===== src/rtl/ccip_tx_protocol_monitor.sv =====
// ccip_tx_protocol_monitor: CCI-P TX almost-full overrun and low-address write monitor.
// Rev 1.0 - initial release.
`default_nettype none

module ccip_tx_protocol_monitor #(
  parameter int                N_CH             = 2,
  parameter int                MAX_ALMFULL_PKTS = 8,
  parameter int                CNT_W            = 32,
  parameter int                ADDR_W           = 42,
  parameter logic [ADDR_W-1:0] ADDR_FLOOR       = 'h100
) (
  input  logic                  pClk,
  input  logic                  pck_cp2af_softReset,
  input  logic [N_CH-1:0]       almfull,
  input  logic [N_CH-1:0]       tx_valid,
  input  logic                  wr_valid,
  input  logic [ADDR_W-1:0]     wr_addr,
  input  logic                  clear_errs,
  output logic [N_CH*CNT_W-1:0] almfull_cnt,
  output logic [N_CH*CNT_W-1:0] peak_cnt,
  output logic [N_CH-1:0]       err_almfull,
  output logic                  err_addr,
  output logic                  err_any,
  output logic                  first_err_valid,
  output logic [3:0]            first_err_code,
  output logic [ADDR_W-1:0]     bad_addr,
  output logic [CNT_W-1:0]      viol_total
);

  localparam logic [CNT_W:0] c_MAX_PKTS = (CNT_W+1)'(MAX_ALMFULL_PKTS);

  logic [CNT_W-1:0]  count_q [N_CH];
  logic [CNT_W-1:0]  count_d [N_CH];
  logic [CNT_W-1:0]  peak_q  [N_CH];
  logic [CNT_W-1:0]  peak_d  [N_CH];
  logic [CNT_W-1:0]  peak_base;
  logic [N_CH-1:0]   ovr;
  logic              addr_ev;
  logic [N_CH-1:0]   err_af_q, err_af_d;
  logic              err_addr_q, err_addr_d;
  logic              err_any_q;
  logic              fv_q, fv_d;
  logic [3:0]        code_q, code_d;
  logic [ADDR_W-1:0] bad_q, bad_d;
  logic [3:0]        n_ev;
  logic [CNT_W:0]    viol_sum;
  logic [CNT_W-1:0]  viol_q, viol_d;

  always_comb begin
    ovr       = '0;
    n_ev      = '0;
    peak_base = '0;
    for (int i = 0; i < N_CH; i++) begin
      count_d[i] = count_q[i];
      if (!almfull[i]) begin
        count_d[i] = '0;
      end else if (tx_valid[i]) begin
        if (count_q[i] != '1) count_d[i] = count_q[i] + 1'b1;
        // Compare the pre-increment count: the (MAX+1)th packet is the overrun.
        if ({1'b0, count_q[i]} >= c_MAX_PKTS) ovr[i] = 1'b1;
      end
      peak_base = clear_errs ? count_q[i] : peak_q[i];
      peak_d[i] = (count_d[i] > peak_base) ? count_d[i] : peak_base;
      n_ev      = n_ev + {3'b000, ovr[i]};
    end

    addr_ev    = wr_valid && (wr_addr <= ADDR_FLOOR);
    n_ev       = n_ev + {3'b000, addr_ev};
    err_af_d   = (clear_errs ? '0 : err_af_q) | ovr;
    err_addr_d = (clear_errs ? 1'b0 : err_addr_q) | addr_ev;

    // Clearing only rearms capture; code and address keep their last value.
    fv_d   = fv_q && !clear_errs;
    code_d = code_q;
    bad_d  = bad_q;
    if ((!fv_q || clear_errs) && ((|ovr) || addr_ev)) begin
      fv_d   = 1'b1;
      code_d = 4'hF;
      for (int i = N_CH - 1; i >= 0; i--) begin
        if (ovr[i]) code_d = 4'(i);
      end
      if (!(|ovr)) bad_d = wr_addr;
    end

    viol_sum = {1'b0, viol_q} + {{(CNT_W-3){1'b0}}, n_ev};
    viol_d   = viol_sum[CNT_W] ? '1 : viol_sum[CNT_W-1:0];
  end

  always_ff @(posedge pClk) begin
    if (pck_cp2af_softReset) begin
      for (int i = 0; i < N_CH; i++) begin
        count_q[i] <= '0;
        peak_q[i]  <= '0;
      end
      err_af_q   <= '0;
      err_addr_q <= 1'b0;
      err_any_q  <= 1'b0;
      fv_q       <= 1'b0;
      code_q     <= '0;
      bad_q      <= '0;
      viol_q     <= '0;
    end else begin
      for (int i = 0; i < N_CH; i++) begin
        count_q[i] <= count_d[i];
        peak_q[i]  <= peak_d[i];
      end
      err_af_q   <= err_af_d;
      err_addr_q <= err_addr_d;
      err_any_q  <= (|err_af_d) || err_addr_d;
      fv_q       <= fv_d;
      code_q     <= code_d;
      bad_q      <= bad_d;
      viol_q     <= viol_d;
    end
  end

  for (genvar gi = 0; gi < N_CH; gi++) begin : g_pack
    assign almfull_cnt[gi*CNT_W +: CNT_W] = count_q[gi];
    assign peak_cnt[gi*CNT_W +: CNT_W]    = peak_q[gi];
  end

  assign err_almfull     = err_af_q;
  assign err_addr        = err_addr_q;
  assign err_any         = err_any_q;
  assign first_err_valid = fv_q;
  assign first_err_code  = code_q;
  assign bad_addr        = bad_q;
  assign viol_total      = viol_q;

endmodule

`default_nettype wire


===== config.mk =====
export PLATFORM = sky130hd
export DESIGN_NAME = ccip_tx_protocol_monitor
export DESIGN_NICKNAME = d
export VERILOG_FILES = /design/src/rtl/ccip_tx_protocol_monitor.sv
export SDC_FILE = /design/constraint.sdc
export NUM_CORES = 1
export LEC_CHECK = 0
export ABC_AREA = 1
export CORE_ASPECT_RATIO = 1.5
export CORE_MARGIN = 4
export CORE_UTILIZATION = 49
export DETAILED_ROUTE_END_ITERATION = 8
export HOLD_SLACK_MARGIN = 0.12
export PLACE_DENSITY = 0.82
export SYNTH_ARGS = -nofsm -noshare
export SYNTH_HDL_FRONTEND = slang
export SYNTH_SLANG_ARGS = --single-unit

===== constraint.sdc =====
create_clock -name pClk -period 3.4 [get_ports pClk]
set_input_delay 0.34 -clock pClk [delete_from_list [all_inputs] [get_ports pClk]]
set_output_delay 0.34 -clock pClk [all_outputs]
set_load 0.02 [all_outputs]

==> metrics.txt <==
post-synthesis register bit count=209; synth top area cells=dfxtp_1, nand2_1, nor2_1; EDFF count, synth=0; adder-cell share of the synthesized area=under 10%; Setup WS post-layout=81.6 ps; Avg WL per Cell=18.2 um; synth warn=0; Final Max Tran Viols=0; # port buffers=260; IO Pins=around 260; P&R area growth vs syn=48.3%; core area=about 27000 um2; n_diodes=0; number of global-route vias before repair=roughly 16000; Final Hold Violating Endpoints=0; largest net degree at the start of global routing=between 90 and 100; CP endpoint kind=register; die area=around 30000 um2; clock tree from TritonCTS=built; vias per cell=5.47; DRC violations left=0; synthesized cell area=between 10000 and 15000 um2; clock skew=roughly 16 ps; WS Path Type=register to register; leak pwr=between 9 and 10 nW; worst-path maximum fanout=8; Worst-path clk slew=70 ps; Arr. time, crit path=between 3000 and 4000 ps; min Tclk post-route=approximately 3300 ps; Clock Latency Late Sink=about 540 ps; worst hold path type=input pin to register; pwr dens=roughly 360 nW/um2; CTS Buf Count=24; starting density of the core=about 50%; CP startpoint kind=register; final cycle utilization of the critical path=between 90% and 100%; num rows=73; Max Cap Viol=0; Die X=approximately 140 um; Max stage delay cell, worst path=dfxtp_4; Post-Synth XOR/XNOR Area=2.37%; Routed Wire Length=between 50 and 60 mm; first-pass GRT wire length=78.1 mm; Final Setup Violations=0; routability congestion estimate=around 1; post-synth top area share=31.5%; Yosys top cell by area=dfxtp_1; iteration-0 DRC count of the detailed router=~1100; status=complete, no violations; ratio of cells with drive above 1 in the final layout=about 21%; Peak Freq=roughly 0.3 GHz; mux share of post-synthesis cell area=less than 1%; dpl hpwl=about 38 mm; DR pass1 iterations=8; nets@finish=2700; number of antenna violations at the first check in global routing=0; Hold Slack=between 200 and 300 ps; GRT Overall Usage=between 30% and 40%; simple-gate portion of the synthesized area=between 40% and 50%; CP dominant cell by count=nand2_1; Mapped Cells=2122; Synth Area per Inst=~6.3 um2; slowest cell delay on critical path=about 370 ps; H-Tree Depth=1; Worst EP required=around 3800 ps; via count=roughly 16000; Seq/Total Area, Yosys=31.5%; DP Worst Slack=-244 ps; main flop type after synthesis=dfxtp_1; remaining global-route overflow=0; clk root buf=clkbuf_16; Die Ht=210 um; Slew HR=between 60% and 70%; Power, Total=roughly 7.1 mW; TritonCTS Sinks=209; Antenna Violating Nets Remaining=0; post-synth cell types=46; Worst Tran Pin Value=557 ps; Syn Nets=between 2000 and 2500; Fill cells=2101; maximum vdd drop=447 uV; asr flop ratio synth=0%; Synth Area in Compound Gates=~6.5%; main combinational cell family by area after synthesis=simple AND/OR/NAND/NOR gates; Clock Path Buffers=3
[synth_stat cells (2+ instances only)]
| cell | instances |
|---|---|
| a21boi_0 | 18 |
| a21o_1 | 2 |
| a21oi_1 | 38 |
| buf_1 | 12 |
| buf_2 | 18 |
| buf_4 | 2 |
| buf_6 | 5 |
| clkbuf_1 | 46 |
| dfxtp_1 | 209 |
| ha_1 | 71 |
| inv_1 | 186 |
| inv_2 | 4 |
| mux2i_1 | 4 |
| nand2_1 | 654 |
| nand2_2 | 9 |
| nand2_4 | 2 |
| nand3_1 | 143 |
| nand3_2 | 11 |
| nand3b_1 | 5 |
| nand3b_2 | 2 |
| nand4_1 | 37 |
| nor2_1 | 388 |
| nor2_2 | 35 |
| nor2_4 | 6 |
| nor3_1 | 56 |
| nor3_2 | 4 |
| nor3_4 | 2 |
| nor3b_2 | 2 |
| nor4_1 | 7 |
| o211ai_1 | 4 |
| o21a_1 | 2 |
| o21ai_0 | 82 |
| o21ai_1 | 6 |
| o21bai_1 | 2 |
| or2_2 | 3 |
| xnor2_1 | 7 |
| xor2_1 | 29 |
[placed cells by master (no fill, tap or decap), types with 7 or more instances in the layout]
| cell | instances |
|---|---|
| nand3_1 | 134 |
| inv_1 | 181 |
| dfxtp_4 | 11 |
| xnor2_1 | 7 |
| clkdlybuf4s50_1 | 258 |
| nand2_1 | 624 |
| ha_4 | 8 |
| a21boi_0 | 14 |
| nor2_1 | 329 |
| nand4_1 | 37 |
| nor3_2 | 9 |
| nand2_2 | 28 |
| ha_1 | 63 |
| buf_4 | 213 |
| dfxtp_1 | 176 |
| nor3_1 | 51 |
| a21oi_1 | 33 |
| nand3_2 | 17 |
| xor2_1 | 29 |
| nor2_2 | 72 |
| inv_2 | 7 |
| o21ai_0 | 81 |
| dfxtp_2 | 22 |
| nor2_4 | 28 |
| buf_12 | 11 |
| nor4_1 | 7 |
| clkbuf_16 | 31 |
| nand2_4 | 11 |
| buf_6 | 25 |
[kinds of logic after synthesis]
group / count (synthesis)
compound gates: 157
simple gates: 1370
flops: 209
mux: 4
fa+ha+maj: 72
xor+xnor: 36
buf+inv: 274
[worst max-delay path, delay by kind of cell (launching register included)]
kind	cells	cell delay, ps
buffers and inverters	4	450
adder cells (fa/ha/maj)	2	470
AND/OR/NAND/NOR	20	1760
flip-flops	1	370
AO/OA/AOI/OAI	1	150
[area by class of cell]
cell class / instances / area (um2) / area share [%]
well taps: 337 / 422 / 2.14
clock inverters: 10 / 97.6 / 0.495
repair buffers: 513 / 4830 / 24.5
flip-flops and latches: 209 / 4250 / 21.6
multi-input cells: 1639 / 8690 / 44.1
inverters: 191 / 723 / 3.67
clock buffers: 32 / 702 / 3.56
[sequential cells by signal, indices dropped and copies added, names as in the netlist, 2 cells and up]
signal and cells:
count_q 64, peak_q 64, bad_addr 42, viol_total 32, err_almfull 2, first_err_code 2
[metrics by stage]
| stage | utilization (%) | instances | setup TNS (ps) | area [um2] |
|---|---|---|---|---|
| global route | 73.9 | 2931 | -3260 | 19700 |
| CTS | 69.2 | 2890 | -6.03 | 18500 |
| detailed placement | 66.2 | 2847 | -5310 | 17600 |
| finish | 73.9 | 2931 | 0 | 19700 |
| floorplan | - | 2122 | 0 | 13300 |
| global placement | 66.2 | 2847 | -2920 | 17600 |
[routing by layer]
metal  vias to the layer above  global-route usage (%)  part of all wire [%]
met5                         -                       0                     0
met4                         0                    20.4                   7.9
met3                       261                    6.93                   7.5
met2                       775                    59.8                    51
met1                      7362                    32.1                    33
li1                       7633                       -                     -
[power breakdown]
group          internal (mW)  leakage (nW)  switching [mW]  total, mW
combinational          0.770          6.94            1.02       1.79
clock                   1.53         0.386            1.12       2.66
sequential              2.58          1.72           0.105       2.68
[worst paths after layout]
path	start	end	slack, ps	cells after the start
worst max-delay path	count_q[0][32]$_SDFF_PP0_	peak_q[0][53]$_SDFF_PP0_	80	27
worst min-delay path	pck_cp2af_softReset	count_q[0][27]$_SDFF_PP0_	290	2
worst max register to register	count_q[0][32]$_SDFF_PP0_	peak_q[0][53]$_SDFF_PP0_	80	27
worst min register to register	bad_addr[18]$_SDFFE_PP0P_	bad_addr[18]$_SDFFE_PP0P_	440	2
[repair_timing]
item                                    4_1_cts  5_1_grt
resized for setup                             5      236
hold buffers                                  0        0
setup buffers                                 1       29
endpoints found under the setup margin       38       96
gates cloned                                  0       12
pin swaps                                     1       78
No activity file was read; power rests on OpenSTA's default activity.
